===== src/rtl/alu_pipe.sv =====
// -----------------------------------------------------------------------------
// alu_pipe
//   Two-stage pipelined arithmetic unit with an opcode-selected operation set,
//   a persistent accumulator and valid/ready handshaking on both sides.
//   Stage 1 captures the operand beat, stage 2 evaluates it and holds the
//   result until the consumer takes it. One operation per cycle sustained.
//
//   Optional build macro: ALU_PIPE_SAT_EN
//     undefined : results wrap modulo 2^WIDTH, carry reports raw carry/borrow
//     defined   : ADD/DBL/ACC clamp to 2^WIDTH-1, SUB/SHR difference clamps
//                 to 0 before shifting; carry flags every clamp
//
// Parameters
//   WIDTH      operand/result width (>= 2)
//   SHIFT      logical right-shift amount used by SHR (0..WIDTH-1)
//   RESET_VAL  accumulator reset/clear value (truncated to WIDTH)
//
// Ports
//   clk         in   clock, rising edge
//   reset       in   asynchronous active-low reset
//   in_valid    in   operand beat valid
//   in_ready    out  beat accepted this cycle when in_valid is high
//   in_op       in   opcode: 0 ADD 1 SUB 2 AND 3 DBL 4 SHR 5 SEL 6 ACC 7 CLR
//   in_a        in   operand A (unsigned)
//   in_b        in   operand B (unsigned)
//   out_valid   out  result valid
//   out_ready   in   consumer accepts result
//   out_result  out  result (unsigned)
//   out_carry   out  carry / borrow / overflow flag
// -----------------------------------------------------------------------------
module alu_pipe #(
    parameter int WIDTH     = 4,
    parameter int SHIFT     = 2,
    parameter int RESET_VAL = 2
) (
    input  logic             clk,
    input  logic             reset,
    input  logic             in_valid,
    output logic             in_ready,
    input  logic [2:0]       in_op,
    input  logic [WIDTH-1:0] in_a,
    input  logic [WIDTH-1:0] in_b,
    output logic             out_valid,
    input  logic             out_ready,
    output logic [WIDTH-1:0] out_result,
    output logic             out_carry
);

    localparam logic [2:0] OP_ADD = 3'd0;
    localparam logic [2:0] OP_SUB = 3'd1;
    localparam logic [2:0] OP_AND = 3'd2;
    localparam logic [2:0] OP_DBL = 3'd3;
    localparam logic [2:0] OP_SHR = 3'd4;
    localparam logic [2:0] OP_SEL = 3'd5;
    localparam logic [2:0] OP_ACC = 3'd6;
    localparam logic [2:0] OP_CLR = 3'd7;

    localparam logic [WIDTH-1:0] ACC_INIT = WIDTH'(RESET_VAL);

`ifdef ALU_PIPE_SAT_EN
    localparam bit SAT_ON = 1'b1;
`else
    localparam bit SAT_ON = 1'b0;
`endif

    // Clamp to all-ones when the operation overflowed upward.
    function automatic logic [WIDTH-1:0] clip_high(input logic [WIDTH-1:0] raw,
                                                   input logic             ovf);
        return (SAT_ON && ovf) ? {WIDTH{1'b1}} : raw;
    endfunction

    // Clamp to zero when the subtraction borrowed.
    function automatic logic [WIDTH-1:0] clip_low(input logic [WIDTH-1:0] raw,
                                                  input logic             brw);
        return (SAT_ON && brw) ? {WIDTH{1'b0}} : raw;
    endfunction

    logic             vld_p1;
    logic [2:0]       op_p1;
    logic [WIDTH-1:0] a_p1;
    logic [WIDTH-1:0] b_p1;

    logic             vld_p2;
    logic [WIDTH-1:0] result_p2;
    logic             carry_p2;
    logic [WIDTH-1:0] acc;

    logic             s2_free;
    logic             s1_adv;
    logic             in_fire;

    logic [WIDTH:0]   sum_w;
    logic [WIDTH:0]   diff_w;
    logic [WIDTH+1:0] dbl_w;
    logic [WIDTH:0]   acc_sum;
    logic [WIDTH-1:0] diff_lo;

    logic [WIDTH-1:0] res_c;
    logic             carry_c;
    logic [WIDTH-1:0] acc_nxt;
    logic             acc_we;

    // Handshake: stage 1 may drain whenever stage 2 is empty or emptying.
    assign s2_free  = !vld_p2 || out_ready;
    assign s1_adv   = vld_p1 && s2_free;
    assign in_ready = !vld_p1 || s1_adv;
    assign in_fire  = in_valid && in_ready;

    // ---- stage 1: operand capture ----
    always_ff @(posedge clk or negedge reset) begin
        if (!reset) begin
            vld_p1 <= 1'b0;
        end else if (in_fire) begin
            vld_p1 <= 1'b1;
        end else if (s1_adv) begin
            vld_p1 <= 1'b0;
        end
    end

    always_ff @(posedge clk) begin
        if (in_fire) begin
            op_p1 <= in_op;
            a_p1  <= in_a;
            b_p1  <= in_b;
        end
    end

    // ---- stage 1 -> stage 2: evaluation ----
    assign sum_w   = {1'b0, a_p1} + {1'b0, b_p1};
    assign diff_w  = {1'b0, a_p1} - {1'b0, b_p1};
    assign dbl_w   = {sum_w, 1'b0};
    assign acc_sum = {1'b0, acc} + {1'b0, a_p1};
    assign diff_lo = clip_low(diff_w[WIDTH-1:0], diff_w[WIDTH]);

    always_comb begin
        res_c   = '0;
        carry_c = 1'b0;
        acc_nxt = acc;
        acc_we  = 1'b0;
        case (op_p1)
            OP_ADD: begin
                res_c   = clip_high(sum_w[WIDTH-1:0], sum_w[WIDTH]);
                carry_c = sum_w[WIDTH];
            end
            OP_SUB: begin
                res_c   = diff_lo;
                carry_c = diff_w[WIDTH];
            end
            OP_AND: begin
                res_c   = a_p1 & b_p1;
            end
            OP_DBL: begin
                // Anything at or above bit WIDTH of the doubled sum is overflow.
                carry_c = |dbl_w[WIDTH+1:WIDTH];
                res_c   = clip_high(dbl_w[WIDTH-1:0], carry_c);
            end
            OP_SHR: begin
                res_c   = diff_lo >> SHIFT;
                carry_c = diff_w[WIDTH];
            end
            OP_SEL: begin
                res_c   = (a_p1 >= b_p1) ? a_p1 : b_p1;
                carry_c = (a_p1 == b_p1);
            end
            OP_ACC: begin
                res_c   = clip_high(acc_sum[WIDTH-1:0], acc_sum[WIDTH]);
                carry_c = acc_sum[WIDTH];
                acc_nxt = res_c;
                acc_we  = 1'b1;
            end
            OP_CLR: begin
                res_c   = ACC_INIT;
                acc_nxt = ACC_INIT;
                acc_we  = 1'b1;
            end
            default: begin
                res_c   = '0;
            end
        endcase
    end

    // ---- stage 2: result hold and accumulator ----
    // The accumulator is written only when the beat moves into stage 2, so a
    // result stalled by out_ready never re-applies its update.
    always_ff @(posedge clk or negedge reset) begin
        if (!reset) begin
            vld_p2    <= 1'b0;
            result_p2 <= '0;
            carry_p2  <= 1'b0;
            acc       <= ACC_INIT;
        end else if (s1_adv) begin
            vld_p2    <= 1'b1;
            result_p2 <= res_c;
            carry_p2  <= carry_c;
            if (acc_we) begin
                acc <= acc_nxt;
            end
        end else if (out_ready) begin
            vld_p2    <= 1'b0;
        end
    end

    assign out_valid  = vld_p2;
    assign out_result = result_p2;
    assign out_carry  = carry_p2;

endmodule


===== config.mk =====
export PLATFORM = sky130hd
export DESIGN_NAME = alu_pipe
export DESIGN_NICKNAME = d
export VERILOG_FILES = /design/src/rtl/alu_pipe.sv
export SDC_FILE = /design/constraint.sdc
export NUM_CORES = 1
export LEC_CHECK = 0
export ABC_CLOCK_PERIOD_IN_PS = 1800
export BUFFER_PORTS_ARGS = -buffer_cell sky130_fd_sc_hd__buf_2
export CORE_MARGIN = 2
export CORE_UTILIZATION = 51
export CTS_CLUSTER_SIZE = 24
export DETAILED_ROUTE_END_ITERATION = 10
export PLACE_DENSITY = 0.84
export SLEW_MARGIN = 40
export SYNTH_ARGS = -nofsm -noshare
export SYNTH_HDL_FRONTEND = slang
export SYNTH_SLANG_ARGS = --single-unit

===== constraint.sdc =====
create_clock -name clk -period 1.8 [get_ports clk]
set_clock_uncertainty 0.15 [all_clocks]
set_input_delay 0.18 -clock clk [delete_from_list [all_inputs] [get_ports clk]]
set_output_delay 0.18 -clock clk [all_outputs]
set_load 0.005 [all_outputs]

== After elaboration in Yosys (flattened, before gate mapping) ==
Cells that the tools add are included.

* Logic and storage cells: 44
* Output and inout port bits: 7
* Bits in registers: 22

* Bitwise operators: 1
* $lt $le $gt $ge: 1
* Add/sub/neg operators: 3
* Reduce and logical (&&, ||, !) cells: 14
* Mux-type cells: 9
* Equality and inequality tests: 8

{| class="wikitable"
|+ Operator list
! kind !! count
|-
| one-hot mux 4 bit (8 select lines) || 1
|-
| == test 3 bit (second input constant) || 4
|-
| adder 4 x 4 -> 5 bit || 2
|-
| one-hot mux 4 bit (2 select lines) || 1
|-
| == test 3 x 2 -> 1 bit (second input constant) || 2
|-
| nonzero test 2 bit || 3
|-
| OR reduction 2 bit || 3
|-
| 2-to-1 mux 1 bit || 5
|-
| one-hot mux 1 bit (5 select lines) || 1
|-
| subtractor 4 x 4 -> 5 bit || 1
|-
| bitwise AND 4 bit || 1
|-
| == test 4 bit || 1
|-
| >= comparator 4 bit || 1
|-
| 2-to-1 mux 4 bit || 1
|-
| == test 3 x 1 -> 1 bit (second input constant) || 1
|-
| zero test 3 bit || 1
|-
| AND reduction 3 bit || 1
|-
| logical AND 1 bit || 2
|-
| zero test 1 bit || 2
|-
| logical OR 1 bit || 2
|}

== Logic depth before layout (Yosys ltp) ==
* Depth after elaboration: 6
* Mapped depth: 9
* Mapped depth without buffers: 9

== Worst setup path before layout ==
Ideal clock, no wire load.

* Path kind: flip-flop to flip-flop
* Start: register a_p1[0]
* End: register result_p2[1] (netlist: out_result[1])
* Data required time: 1.518 ns
* Library setup time: 0.132 ns
* Setup slack: -0.111 ns
* Data arrival time: 1.629 ns
* Stages on the path, launching flop included: 9
* Period minus slack after synthesis: 1.911 ns
* Cell sequence: edfxtp_1 > inv_1 > ha_1 > inv_1 > fa_1 > mux2i_1 > a21oi_1 > a221oi_1 > a21oi_1

* Cells in the longest elaborated chain, start to end: 3
* Elaborated cells on any way between the ends: 6
* Classes of those cells: add/sub (3); order compare (1); mux (2)

{| class="wikitable"
|+ Ends and longest elaborated chain
! item !! RTL line !! text
|-
| from (decl) || 80 || <nowiki>logic [WIDTH-1:0] a_p1;</nowiki>
|-
| from (signal assigned) || 123 || <nowiki>a_p1 <= in_a;</nowiki>
|-
| >= comparator 4 bit || 162 || <nowiki>res_c = (a_p1 >= b_p1) ? a_p1 : b_p1;</nowiki>
|-
| 2-to-1 mux 4 bit || 162 ||
|-
| one-hot mux 4 bit (8 select lines) (*) || 140 || <nowiki>case (op_p1)</nowiki>
|-
| to (signal assigned) || 193 || <nowiki>result_p2 <= res_c;</nowiki>
|-
| to (decl) || 84 || <nowiki>logic [WIDTH-1:0] result_p2;</nowiki>
|}

Every way passes the cells marked *; elsewhere a longest branch is shown, timed or not.
A chain may end at the register's enable or synchronous reset.

== Final worst setup path ==
* Start: register a_p1[0]
* End: register carry_p2 (netlist: out_carry)

* Cells in the longest elaborated chain, start to end: 3
* Elaborated cells on any way between the ends: 6
* Classes of those cells: add/sub (3); eq/ne (1); mux (1); reduce/logical (1)

{| class="wikitable"
|+ Ends and longest elaborated chain
! item !! RTL line !! text
|-
| adder 4 x 4 -> 5 bit || 129 || <nowiki>assign sum_w = {1'b0, a_p1} + {1'b0, b_p1};</nowiki>
|-
| OR reduction 2 bit || 154 || <nowiki>carry_c = |dbl_w[WIDTH+1:WIDTH];</nowiki>
|-
| one-hot mux 1 bit (5 select lines) (*) || 140 ||
|-
| to (signal assigned) || 194 || <nowiki>carry_p2 <= carry_c;</nowiki>
|-
| to (decl) || 85 || <nowiki>logic carry_p2;</nowiki>
|}

Marked as above.

==> key figures <==
Timing
  – Final worst slack: -0.287 ns
  – Final Cycle Share: 1.16
  – Post-layout minimum cycle time: 2.09 ns
  – Max Fclk: 479 MHz
  – Least-Margin Pin Slew: 0.444 ns
  – Slew Viols, Final: 0
  – Final Hold Violating Endpoints: 0
  – Setup violators final: 7
  – Unrepaired setup endpoints after global routing: yes
  – Headroom to the max-slew limit: 0.704

Power and ir drop
  – Lkg Pwr: 0.930 nW
  – Max IR drop VDD: 0.612 mV
  – Switching share of total power: 0.326
  – PwrDens: 838 nW/um2
  – Sw power: 0.593 mW
  – Sequential share of power: 0.376
  – Clk pwr share: 0.210
  – Logic pwr share: 0.413
  – Power, Total: 1.82 mW
  – Cell-internal power: 1.23 mW

Clock tree
  – CTS tree: built
  – CTS max path bufs: 2
  – Reg clk slew, reported paths: 0.13 ns
  – Clock Latency Late Sink: 0.32 ns
  – CTS Buf Count: 3
  – Htree depth: 1
  – Clock Sinks: 22
  – CTS Root Cell: clkbuf_4

Critical path
  – Crit path largest cell delay: 0.47 ns
  – Worst-path cell chain: ha_2 > fa_2 > a21o_1 > a21oi_1 > o22ai_1 > a21oi_1 > a31oi_1
  – Setup CP Type: reg2reg
  – CP most frequent cell: a21oi_1
  – Max FO, Critical Path: 4
  – Kind of start point of the critical path: flop
  – Slowest library cell on the worst path: edfxtp_1
  – CP endpoint kind: flop
  – WP buf/inv: 0
  – Crit path arrival time: 2.15 ns
  – Family with the most delay on the worst path: compound AO/OA/AOI/OAI gates
  – Required @ worst endpoint: 1.86 ns

Global route
  – Global-route usage over all layers: 0.277
  – Largest net degree at the start of global routing: 15
  – GRT busiest layer: met2
  – Routing usage on met1: 0.331
  – Grt met2 use: 0.480
  – Global-route wire length before repair: 7150 um
  – Initial antenna violation count: 0
  – GR Overflow Total: 0
  – Vias in the first global route: 1516
  – Met3 usage: 0.0568

Synthesis
  – Post-synth EDFFs: 11
  – Syn avg cell area: 9.75 um2
  – Top FF cell, synth: edfxtp_1
  – Syn Inst Count: 161
  – Synth Register Bits: 22
  – Top post-synthesis cells by count: a21oi_1 (14), ha_1 (12), edfxtp_1 (11), inv_1 (11)
  – Leading area contributor after synthesis: edfxtp_1
  – Synthesized cell area: 1570 um2
  – Top-count cell post-synth: a21oi_1
  – Synth async-reset ratio: 0.500
  – Cell variety after synth: 42
  – Syn nets: 191
  – Synth warn: 0
  – Share of the synthesized area in the top cell type: 0.210
  – Register area share after synthesis: 0.386
  – Synth top area cells: edfxtp_1 (21%), dfrtp_1 (16%), ha_1 (9.6%), a21oi_1 (4.5%), fa_1 (3.8%)

Routing
  – Vias: 1543
  – Vias per cell: 6.07
  – Iter 0 DRT Violations: 189
  – Drt wl/cell: 17.3 um
  – DRT Wirelength: 4400 um
  – ANT nets after route: 0
  – TritonRoute pass-1 iters: 5
  – Residual DRC count: 0

Place
  – Port buffer count: 21
  – Placement Setup Slack: -0.261 ns
  – RePlAce Congestion: 1.03
  – DP HPWL: 2960 um

Floorplan
  – Die Ht: 59.5 um
  – Die footprint: 3540 um2
  – I/O pin cnt: 22
  – Core Region: 2980 um2
  – Row cnt: 20
  – Initial Utilization: 0.527
  – Die width: 59.5 um

Hold path
  – Hold crit path type: in2reg

Status
  – Status: finished with violations
  – Failing checks: setup timing

Final layout
  – Layout area overhead: 38.3%
  – Diode count: 0
  – Ratio of cells with drive above 1 in the final layout: 0.357
  – Nets: 252

Flow run
  – Total of max-cap violations: 0
==> kinds of logic after synthesis <==
group,count (synthesis),share of synthesized area
buffers and inverters,19,0.0614
XOR/XNOR,7,0.0390
AO/OA/AOI/OAI,50,0.206
multiplexers,3,0.0191
AND/OR/NAND/NOR,45,0.154
adder cells (fa/ha/maj),15,0.134
flip-flops,22,0.386
==> power by group through the flow <==
stage | clock network [mW] | registers [mW] | logic [mW]
floorplan | 0 | 0.669 | 0.388
global placement | 0 | 0.678 | 0.588
detailed placement | 0 | 0.683 | 0.617
CTS | 0.390 | 0.679 | 0.712
global route | 0.404 | 0.694 | 0.816
finish | 0.383 | 0.685 | 0.753
==> registers in the layout (all words and copies together), names as in the netlist <==
signal and count:
a_p1 4, acc 4, b_p1 4, op_p1 3, out_carry 1, out_result 4
out_valid 1, vld_p1 1
==> final cells by class <==
type                       count  area [um2]
multi-input combinational    120         963
timing repair buffer          64         467
sequential                    22         607
inverter                      11        41.3
tap                           33        41.3
clock inverter                 1        30.0
fill                         196         806
clock buffer                   3        22.5
==> per-stage QoR <==
step / cells / hold WS [ns] / util / TNS [ns] / instance area, um2
after floorplan: 161 / -0.266 / - / -0.343 / 1590
after global placement: 232 / -0.0879 / 0.628 / -0.928 / 1870
after detailed placement: 232 / -0.0790 / 0.628 / -1.23 / 1870
after CTS: 254 / 0.0146 / 0.723 / -0.953 / 2150
after global routing: 254 / 0.0523 / 0.729 / -1.87 / 2170
final: 254 / 0.0273 / 0.729 / -1.36 / 2170
==> metal layers <==
layer,up-vias,routed length (um),share of wire
met1,712,1640,0.37
met4,0,220,0.050
li1,699,-,-
met3,26,326,0.074
met2,106,2220,0.50
met5,-,0,0
==> worst paths after layout <==
path	from	endpoint	slack [ns]	cells after the start
min in group asynchronous	reset	out_valid$_DFFE_PN0P_	0.10	2
max in group asynchronous	reset	acc[1]$_DFFE_PN1P_	1.13	2
hold reg to reg	acc[1]$_DFFE_PN1P_	acc[1]$_DFFE_PN1P_	0.37	2
setup reg to reg	a_p1[0]$_DFFE_PP_	out_carry$_DFFE_PN0P_	-0.29	7
hold / removal	out_ready	out_valid$_DFFE_PN0P_	0.03	3
setup / recovery	a_p1[0]$_DFFE_PP_	out_carry$_DFFE_PN0P_	-0.29	7
==> worst min-delay path, delay by kind of cell <==
family | cells | cell delay (ns)
AND/OR/NAND/NOR | 2 | 0.20
buffers and inverters | 1 | 0.08
==> timing repair <==
action,in CTS,in global routing
setup buffers,4,0
setup endpoints to repair,7,7
resized for setup,14,5
pin swaps,10,3
hold buffers,14,0
hold endpoints to repair,23,0
==> cells in the final DEF (no fill, tap or decap), types with 3 or more instances in the layout <==
master / netlist / routed
nand2_1: 8 / 8
o31ai_1: 3 / 3
buf_2: 5 / 21
o22ai_1: 3 / 3
edfxtp_1: 11 / 11
clkbuf_4: 0 / 3
mux2i_1: 3 / 3
dfrtp_1: 10 / 10
inv_2: 0 / 3
buf_4: 1 / 28
inv_1: 11 / 8
fa_2: 0 / 3
a31oi_1: 3 / 3
o21ai_1: 7 / 8
dlygate4sd3_1: 0 / 14
o21a_1: 4 / 4
xnor2_1: 6 / 5
a21oi_1: 14 / 12
ha_1: 12 / 6
ha_4: 0 / 4
o21ai_0: 4 / 3
nor3_1: 8 / 7
nor2_1: 10 / 9
nand2b_1: 6 / 6
Power figures use the tool's default switching activity.
